==> src/rtl/irq_ctrl_pkg.sv <==
// Shared types and helpers for the interrupt handshake controller and
// related event-unit blocks.
package irq_ctrl_pkg;

   localparam int NUM_IRQ_DEF  = 32;
   localparam int ID_WIDTH_DEF = 5;

   // Handshake sequencing states
   typedef enum logic [1:0] {
      ST_IDLE  = 2'd0,
      ST_REQ   = 2'd1,
      ST_CLEAR = 2'd2,
      ST_GAP   = 2'd3
   } irq_state_e;

   // Expand an interrupt index into a 32-bit one-hot vector
   function automatic logic [31:0] id_to_onehot(input logic [31:0] idx);
      return 32'd1 << idx;
   endfunction

   // Lowest set bit of a one-hot (or any) vector, 0 when empty
   function automatic logic [31:0] onehot_to_id(input logic [31:0] vec);
      logic [31:0] res;
      res = '0;
      for (int i = 31; i >= 0; i--) begin
         if (vec[i]) res = 32'(i);
      end
      return res;
   endfunction

   // Lower index means higher priority
   function automatic logic is_higher_prio(input logic [31:0] a, input logic [31:0] b);
      return a < b;
   endfunction

endpackage

==> src/rtl/irq_prio_enc.sv <==
// Combinational lowest-index priority encoder; lowest set request wins.
module irq_prio_enc
   import irq_ctrl_pkg::*;
#(
   parameter int NUM_IRQ  = NUM_IRQ_DEF,
   parameter int ID_WIDTH = ID_WIDTH_DEF
) (
   input  logic [NUM_IRQ-1:0]  req,
   output logic [ID_WIDTH-1:0] sel,
   output logic                valid
);

   logic [NUM_IRQ-1:0] grant;

   // A line is granted only when no lower-indexed line is requesting
   generate
      for (genvar gi = 0; gi < NUM_IRQ; gi++) begin : g_grant
         if (gi == 0) begin : g_first
            assign grant[gi] = req[gi];
         end else begin : g_rest
            assign grant[gi] = req[gi] & ~(|req[gi-1:0]);
         end
      end
   endgenerate

   assign valid = |req;

   // Encode the single granted line into its index
   always_comb begin
      sel = '0;
      for (int i = 0; i < NUM_IRQ; i++) begin
         if (grant[i]) sel = sel | ID_WIDTH'(i);
      end
   end

endmodule

==> src/rtl/irq_handshake_ctrl.sv <==
// Delivers the highest-priority pending interrupt to one core with a
// request/acknowledge handshake, a one-cycle clear pulse and an idle gap.
module irq_handshake_ctrl
   import irq_ctrl_pkg::*;
#(
   parameter int NUM_IRQ   = NUM_IRQ_DEF,
   parameter int ID_WIDTH  = ID_WIDTH_DEF,
   parameter int GAP_WIDTH = 4
) (
   input  logic                 HCLK,
   input  logic                 HRESET,
   input  logic [NUM_IRQ-1:0]   pending_i,
   input  logic [GAP_WIDTH-1:0] gap_cfg_i,
   input  logic                 core_sleeping_i,
   input  logic                 irq_ack_i,
   input  logic [ID_WIDTH-1:0]  irq_ack_id_i,
   output logic                 irq_req_o,
   output logic [ID_WIDTH-1:0]  irq_id_o,
   output logic [NUM_IRQ-1:0]   clear_o,
   output logic                 wake_o,
   output logic                 ack_err_o,
   output logic                 busy_o
);

   irq_state_e           state_reg;
   logic [ID_WIDTH-1:0]  id_reg;
   logic [GAP_WIDTH:0]   gap_cnt_reg;

   logic [ID_WIDTH-1:0]  sel;
   logic                 sel_valid;
   logic [31:0]          onehot_full;
   logic [NUM_IRQ-1:0]   onehot_cur;

   irq_prio_enc #(
      .NUM_IRQ  (NUM_IRQ),
      .ID_WIDTH (ID_WIDTH)
   ) u_prio_enc (
      .req   (pending_i),
      .sel   (sel),
      .valid (sel_valid)
   );

   assign onehot_full = id_to_onehot(32'(id_reg));
   assign onehot_cur  = onehot_full[NUM_IRQ-1:0];

   // Handshake FSM; every output is registered alongside the state it belongs to
   always_ff @(posedge HCLK) begin
      if (HRESET) begin
         state_reg   <= ST_IDLE;
         id_reg      <= '0;
         gap_cnt_reg <= '0;
         irq_req_o   <= 1'b0;
         irq_id_o    <= '0;
         clear_o     <= '0;
         wake_o      <= 1'b0;
         ack_err_o   <= 1'b0;
         busy_o      <= 1'b0;
      end else begin
         clear_o   <= '0;
         ack_err_o <= 1'b0;
         wake_o    <= 1'b0;
         case (state_reg)
            ST_IDLE: begin
               if (sel_valid) begin
                  state_reg <= ST_REQ;
                  id_reg    <= sel;
                  irq_req_o <= 1'b1;
                  irq_id_o  <= sel;
                  wake_o    <= core_sleeping_i;
                  busy_o    <= 1'b1;
               end
            end
            ST_REQ: begin
               wake_o <= core_sleeping_i;
               if (irq_ack_i && (irq_ack_id_i == id_reg)) begin
                  // Ack takes precedence even if the line was just retracted
                  state_reg <= ST_CLEAR;
                  clear_o   <= onehot_cur;
                  irq_req_o <= 1'b0;
                  irq_id_o  <= '0;
                  wake_o    <= 1'b0;
               end else if (irq_ack_i) begin
                  ack_err_o <= 1'b1;
               end else if (!pending_i[id_reg]) begin
                  state_reg <= ST_IDLE;
                  irq_req_o <= 1'b0;
                  irq_id_o  <= '0;
                  wake_o    <= 1'b0;
                  busy_o    <= 1'b0;
               end else if (sel_valid && is_higher_prio(32'(sel), 32'(id_reg))) begin
                  id_reg   <= sel;
                  irq_id_o <= sel;
               end
            end
            ST_CLEAR: begin
               // Gap of gap_cfg+2 cycles hides the service unit's clear latency
               state_reg   <= ST_GAP;
               gap_cnt_reg <= {1'b0, gap_cfg_i} + {{GAP_WIDTH{1'b0}}, 1'b1};
            end
            ST_GAP: begin
               if (gap_cnt_reg == '0) begin
                  state_reg <= ST_IDLE;
                  busy_o    <= 1'b0;
               end else begin
                  gap_cnt_reg <= gap_cnt_reg - {{GAP_WIDTH{1'b0}}, 1'b1};
               end
            end
            default: begin
               state_reg <= ST_IDLE;
               irq_req_o <= 1'b0;
               irq_id_o  <= '0;
               busy_o    <= 1'b0;
            end
         endcase
      end
   end

endmodule

==> config.mk <==
export PLATFORM = sky130hd
export DESIGN_NAME = irq_handshake_ctrl
export DESIGN_NICKNAME = d
export VERILOG_FILES = /design/src/rtl/irq_ctrl_pkg.sv /design/src/rtl/irq_prio_enc.sv /design/src/rtl/irq_handshake_ctrl.sv
export SDC_FILE = /design/constraint.sdc
export NUM_CORES = 1
export LEC_CHECK = 0
export ABC_AREA = 1
export CAP_MARGIN = 40
export CORE_MARGIN = 2
export CORE_UTILIZATION = 52
export DETAILED_ROUTE_END_ITERATION = 10
export PLACE_DENSITY = 0.85
export SLEW_MARGIN = 20
export SYNTH_ARGS = -nofsm -noshare
export SYNTH_HDL_FRONTEND = slang
export SYNTH_HIERARCHICAL = 1
export SYNTH_SLANG_ARGS = --single-unit
==> constraint.sdc <==
create_clock -name HCLK -period 7.05 [get_ports HCLK]
set_clock_uncertainty 0.05 [all_clocks]
set_input_delay 2.115 -clock HCLK [delete_from_list [all_inputs] [get_ports HCLK]]
set_output_delay 2.115 -clock HCLK [all_outputs]
set_load 0.01 [all_outputs]
* Word level (Yosys, flattened, before mapping)
Index checks and enable logic that the tools add are counted.
Operators by class: add/subtract/negate cells 2, $mul 0, divide/modulo/power cells 0, order comparisons 2, equal/unequal tests 15, shift-type cells 1, muxes and demuxes 151, bitwise operators 62, reduce and logical (&&, ||, !) cells 44
Operators with widths (count):
- 5-bit two-way mux | 55
- 32-bit two-way mux | 5
- 1-bit two-way mux | 50
- 2-bit two-way mux | 21
- 4-bit two-way mux | 8
- 32-bit OR reduction | 1
- 1-bit by 5-bit left shift with 32-bit output (first input constant) | 1
- 1-bit bitwise AND | 31
- 1-bit inverter | 31
- 31-bit OR reduction | 1
- 5-bit one-hot mux with 2 select lines | 3
- 30-bit OR reduction | 1
- 29-bit OR reduction | 1
- 28-bit OR reduction | 1
- 27-bit OR reduction | 1
- 26-bit OR reduction | 1
- 25-bit OR reduction | 1
- 3-bit != test (second input constant) | 8
- 24-bit OR reduction | 1
- 23-bit OR reduction | 1
- 22-bit OR reduction | 1
- 21-bit OR reduction | 1
- 20-bit OR reduction | 1
- 19-bit OR reduction | 1
- other kinds (39) | 50
Word-level totals: flip-flop bits (word level) 53, latch bits 0, memory bits (writable) 0, ROM bits 0, input bits 45, output and inout port bits 41, word-level logic and storage cells 286, memories kept 0

* Longest topological paths before layout
word-level depth 55, mapped depth 21, gate-level depth less buffers 21

* Hierarchy
Netlist, hierarchy kept.
By module, submodules not included:
- irq_handshake_ctrl | instances 1, cells each 357, area an instance 2537.4 um2, sequential area each 1061.0 um2
- irq_prio_enc | instances 1, cells each 128, area an instance 605.6 um2, sequential area each 0.0 um2

* Least setup slack after synthesis
No wires, ideal clock.
kind in2reg, from input pending_i[1], to register id_reg[0], setup time 0.116 ns, arrival time 4.020 ns, required time 6.884 ns, slack 2.865 ns, cell stages on the path 18, buffers on the path 0, path through nor2_1 > nand2_2 > nor2_8 > nand2_4 > nor2_4 > o211ai_1 > nand3_1 > ha_1 > nand2_1 > inv_1 > o21ai_0 > nand4_1 > nand2_1 > inv_1 > nor3_1 > nand2_2 > o21ai_0 > nor2_1
Between the ends: elaborated cells on any way between the ends 154, classes of those cells 1 x order compare; 3 x eq/ne; 56 x mux; 61 x bitwise; 33 x reduce/logical
RTL lines:
- from (decl) | line irq_handshake_ctrl.sv:12 | input logic [NUM_IRQ-1:0] pending_i,
- 4-bit OR reduction | line irq_prio_enc.sv:21 | assign grant[gi] = req[gi] & ~(|req[gi-1:0]);
- 1-bit inverter | line irq_prio_enc.sv:21
- 1-bit bitwise AND | line irq_prio_enc.sv:21
- 3-bit two-way mux (4 in series) | line irq_prio_enc.sv:32 | if (grant[i]) sel = sel | ID_WIDTH'(i);
- 4-bit two-way mux (8 in series) | line irq_prio_enc.sv:32
- 5-bit two-way mux (15 in series) | line irq_prio_enc.sv:32
- 5-bit two-way mux * | line irq_prio_enc.sv:32
- net sel[2] | line irq_handshake_ctrl.sv:29 | logic [ID_WIDTH-1:0] sel;
- 5-bit < comparator * | line irq_ctrl_pkg.sv:33 | return a < b;
- 1-bit logical AND * | line irq_handshake_ctrl.sv:90 | end else if (sel_valid && is_higher_prio(32'(sel), 32'(id_reg))) begin
- 3-bit != test (no source line) *
- 6-bit AND reduction (no source line) *
- to (signal assigned) | line irq_handshake_ctrl.sv:66 | id_reg <= sel;
- to (signal assigned) | line irq_handshake_ctrl.sv:91 | id_reg <= sel;
- to (decl) | line irq_handshake_ctrl.sv:26 | logic [ID_WIDTH-1:0] id_reg;
Mark *: on every way through the listed nets, which the timed path passes. The rest lies on a longest branch. The select of a mux whose other input is x is not followed. A chain may end at the register's enable or synchronous reset.

* Final worst setup path
from input pending_i[9], to register id_reg[3]
Between the ends: elaborated cells on any way between the ends 122, classes of those cells 1 x order compare; 3 x eq/ne; 48 x mux; 45 x bitwise; 25 x reduce/logical
RTL lines (line):
- 12-bit OR reduction | irq_prio_enc.sv:21
- 1-bit inverter | irq_prio_enc.sv:21
- 1-bit bitwise AND | irq_prio_enc.sv:21
- 4-bit two-way mux (4 in series) | irq_prio_enc.sv:32
- 5-bit two-way mux (15 in series) | irq_prio_enc.sv:32
- 5-bit two-way mux * | irq_prio_enc.sv:32
- net sel[2] | irq_handshake_ctrl.sv:29
- 5-bit < comparator * | irq_ctrl_pkg.sv:33
- 1-bit logical AND * | irq_handshake_ctrl.sv:90
- 3-bit != test (no source line) *
- 6-bit AND reduction (no source line) *
Marks and branches as above.

==> metrics.txt <==
largest cells by area after synthesis dfxtp_1 34%, nand2_1 15%, nor2_1 11%; unrepaired setup endpoints after global routing false; wire per inst 12.2 µm; total power 1.00 mW; outcome finished, final reports clean; dpl cells 630; DR top layer met4; Int Power 0.561 mW; final setup fails 0; Met3 Routed Length 667 µm; critical path launch point type input pin; Worst EP arrival 4880 ps; max frequency 0.212 GHz; Peak VDD IR 213 µV; WS Path Type input pin to register; power share of the clock group 0.179; critical path cell sequence clkdlybuf4s50_1, nor2_2, nand2_2, nor2_2, nand2_4, nor2_4, o211ai_1, nand3_1, ha_1, nand2_1, inv_1, o21ai_0, nand4_1, nand2_1, inv_1, nor3_1, nand2_2, o21ai_0, nor2_1; CTS clock-pin slew for the worst setup and hold paths 100 ps; Worst Setup End Kind register; Hold Crit Class register to register; share of layout cells above drive strength 1 0.0675; design area 0.00407 mm²; CTS Root Cell clkbuf_8; final worst-path cycle share 0.668; cell count after synthesis 485; Starting Density 0.534; final-report hold violation count 0; Syn Nets 537; DRT iter0 DRCs 208; GPL Wtd Cong 0.919; sw power 0.440 mW; switching share of total power 0.439; initial antenna violation count 0; vias in the first global route 2,924; first-pass GRT wire length 12.7 mm; fin. max-slew vios 0; GRT Resource Usage Total 0.240; Largest Register clear_o; I/O Buffers 85; fin util 0.691; Mapped Area 0.00314 mm²; Clk Latency, worst-skew pair 320 ps; P_leak 1.83 nW; Final Critical Period 4710 ps; Overflow after GRT 0; max FFs per register 32; flip-flop and latch area 0.00106 mm²; Die Footprint 0.00668 mm²; FF+latch count, synth 53; Row Count 28; CTS Buffer Depth 2; Area growth syn-to-layout 29.5%; met2 routed WL 3.53 mm; max-capacitance violation count 0; post-synth top area share 0.338; most common cell after layout, fill and taps aside nand2_1; Slew HR 0.457; sequential power share 0.387; Layout fillers 523; pre-CTS worst setup slack 2070 ps; CP max stage cell clkdlybuf4s50_1; register area share after synthesis 0.338; Distinct cells, synth 35; multi-input logic area 0.00175 mm²; die height 81.7 µm; Yosys top cell by area dfxtp_1; CTS Sinks 53; critical path's top delay family simple AND/OR/NAND/NOR gates; Via Count 3,309; Post-CTS Setup Bufs 0; Die Wd 81.7 µm; DR pass1 iterations 5; CP peak stage delay 460 ps; Layout Nets 614; Antenna Nets Post-Route 0; combinational share of power 0.434; total wire length after detailed routing 7.80 mm; wl on met1 3.54 mm; IO Pins 86; # diodes 0; pin slew with the least headroom to its limit 813 ps; H-tree levels 2; hold slack 427 ps; core region area 0.00589 mm²; CTS tree built; crit-path max FO 6; final std cells w/o fill 638; syn avg cell area 6.48 µm²; post_cts resized 0; cell area power density 246 mW/mm²; largest net degree at the start of global routing 21; CP Data Required Time 7220 ps; number of CTS-inserted buffers 5; DP Area 0.00398 mm²; DRC viols 0; vias per cell 5.19; Warnings, synthesis 6; HPWL after detailed placement 6.00 mm; hold_buf cts 0; post-route setup TNS 0 ps; CP Buf/Inv Count 3; most frequent cells in the layout 126 x nand2_1, 92 x nor2_1, 85 x clkdlybuf4s50_1, 55 x inv_1, 53 x dfxtp_1; Final Worst Setup Slack 2340 ps
power by group through the flow:
| stage | Clock [mW] | Combinational (mW) | Sequential, mW |
|---|---|---|---|
| 2_1_floorplan | 0 | 0.353 | 0.360 |
| 3_3_place_gp | 0 | 0.420 | 0.392 |
| 3_5_place_dp | 0 | 0.429 | 0.393 |
| 4_1_cts | 0.179 | 0.431 | 0.386 |
| 5_1_grt | 0.189 | 0.499 | 0.393 |
| 6_report | 0.179 | 0.434 | 0.387 |
cell families after synthesis:
family,after synthesis,share of synthesized area
xor+xnor,8,0.0223
buf+inv,74,0.106
fa+ha+maj,7,0.0279
flops,53,0.338
simple gates,299,0.425
compound gates,44,0.0812
final timing paths:
kind	from	end	slack, ps	cells past startpoint
setup / recovery	pending_i[9]	id_reg[3]	2340	19
hold / removal	irq_req_o	irq_req_o	430	2
hold reg to reg	irq_req_o	irq_req_o	430	2
setup reg to reg	id_reg[2]	id_reg[3]	4320	12
Yosys cell counts (all sizes together):
cell type,count
a21boi,3
dfxtp,53
o22ai,1
a31oi,3
nand3b,1
nand4,10
ha,7
xnor2,1
a211oi,2
o21bai,2
o21ai,16
inv,59
buf,14
o31ai,1
nor3b,1
xor2,7
a21oi,12
nand2,137
and2,1
nor3,7
nand3,39
nor2,103
clkbuf,1
o211ai,4
worst reg2reg max path, cell delays in order (launching register included):
cell     delay [ps]
dfxtp_1         710
inv_1           380
ha_1            400
nand2_1          60
inv_1            30
o21ai_0         130
nand4_1         100
nand2_1          70
inv_1            50
nor3_1          240
nand2_2         140
o21ai_0         190
nor2_1           60
area by class of cell:
cell class	count	area share
clock buffers	5	0.0169
clock inverters	3	0.00615
inverters	59	0.0544
multi-input cells	358	0.430
flip-flops and latches	53	0.261
well taps	75	0.0231
repair buffers	85	0.209
per-layer routing:
layer | GRT usage | vias up
met5 | 0 | -
met4 | 0.0683 | 0
met3 | 0.0495 | 8
met2 | 0.389 | 156
met1 | 0.325 | 1466
li1 | - | 1679
(Power assumes the default switching activity.)
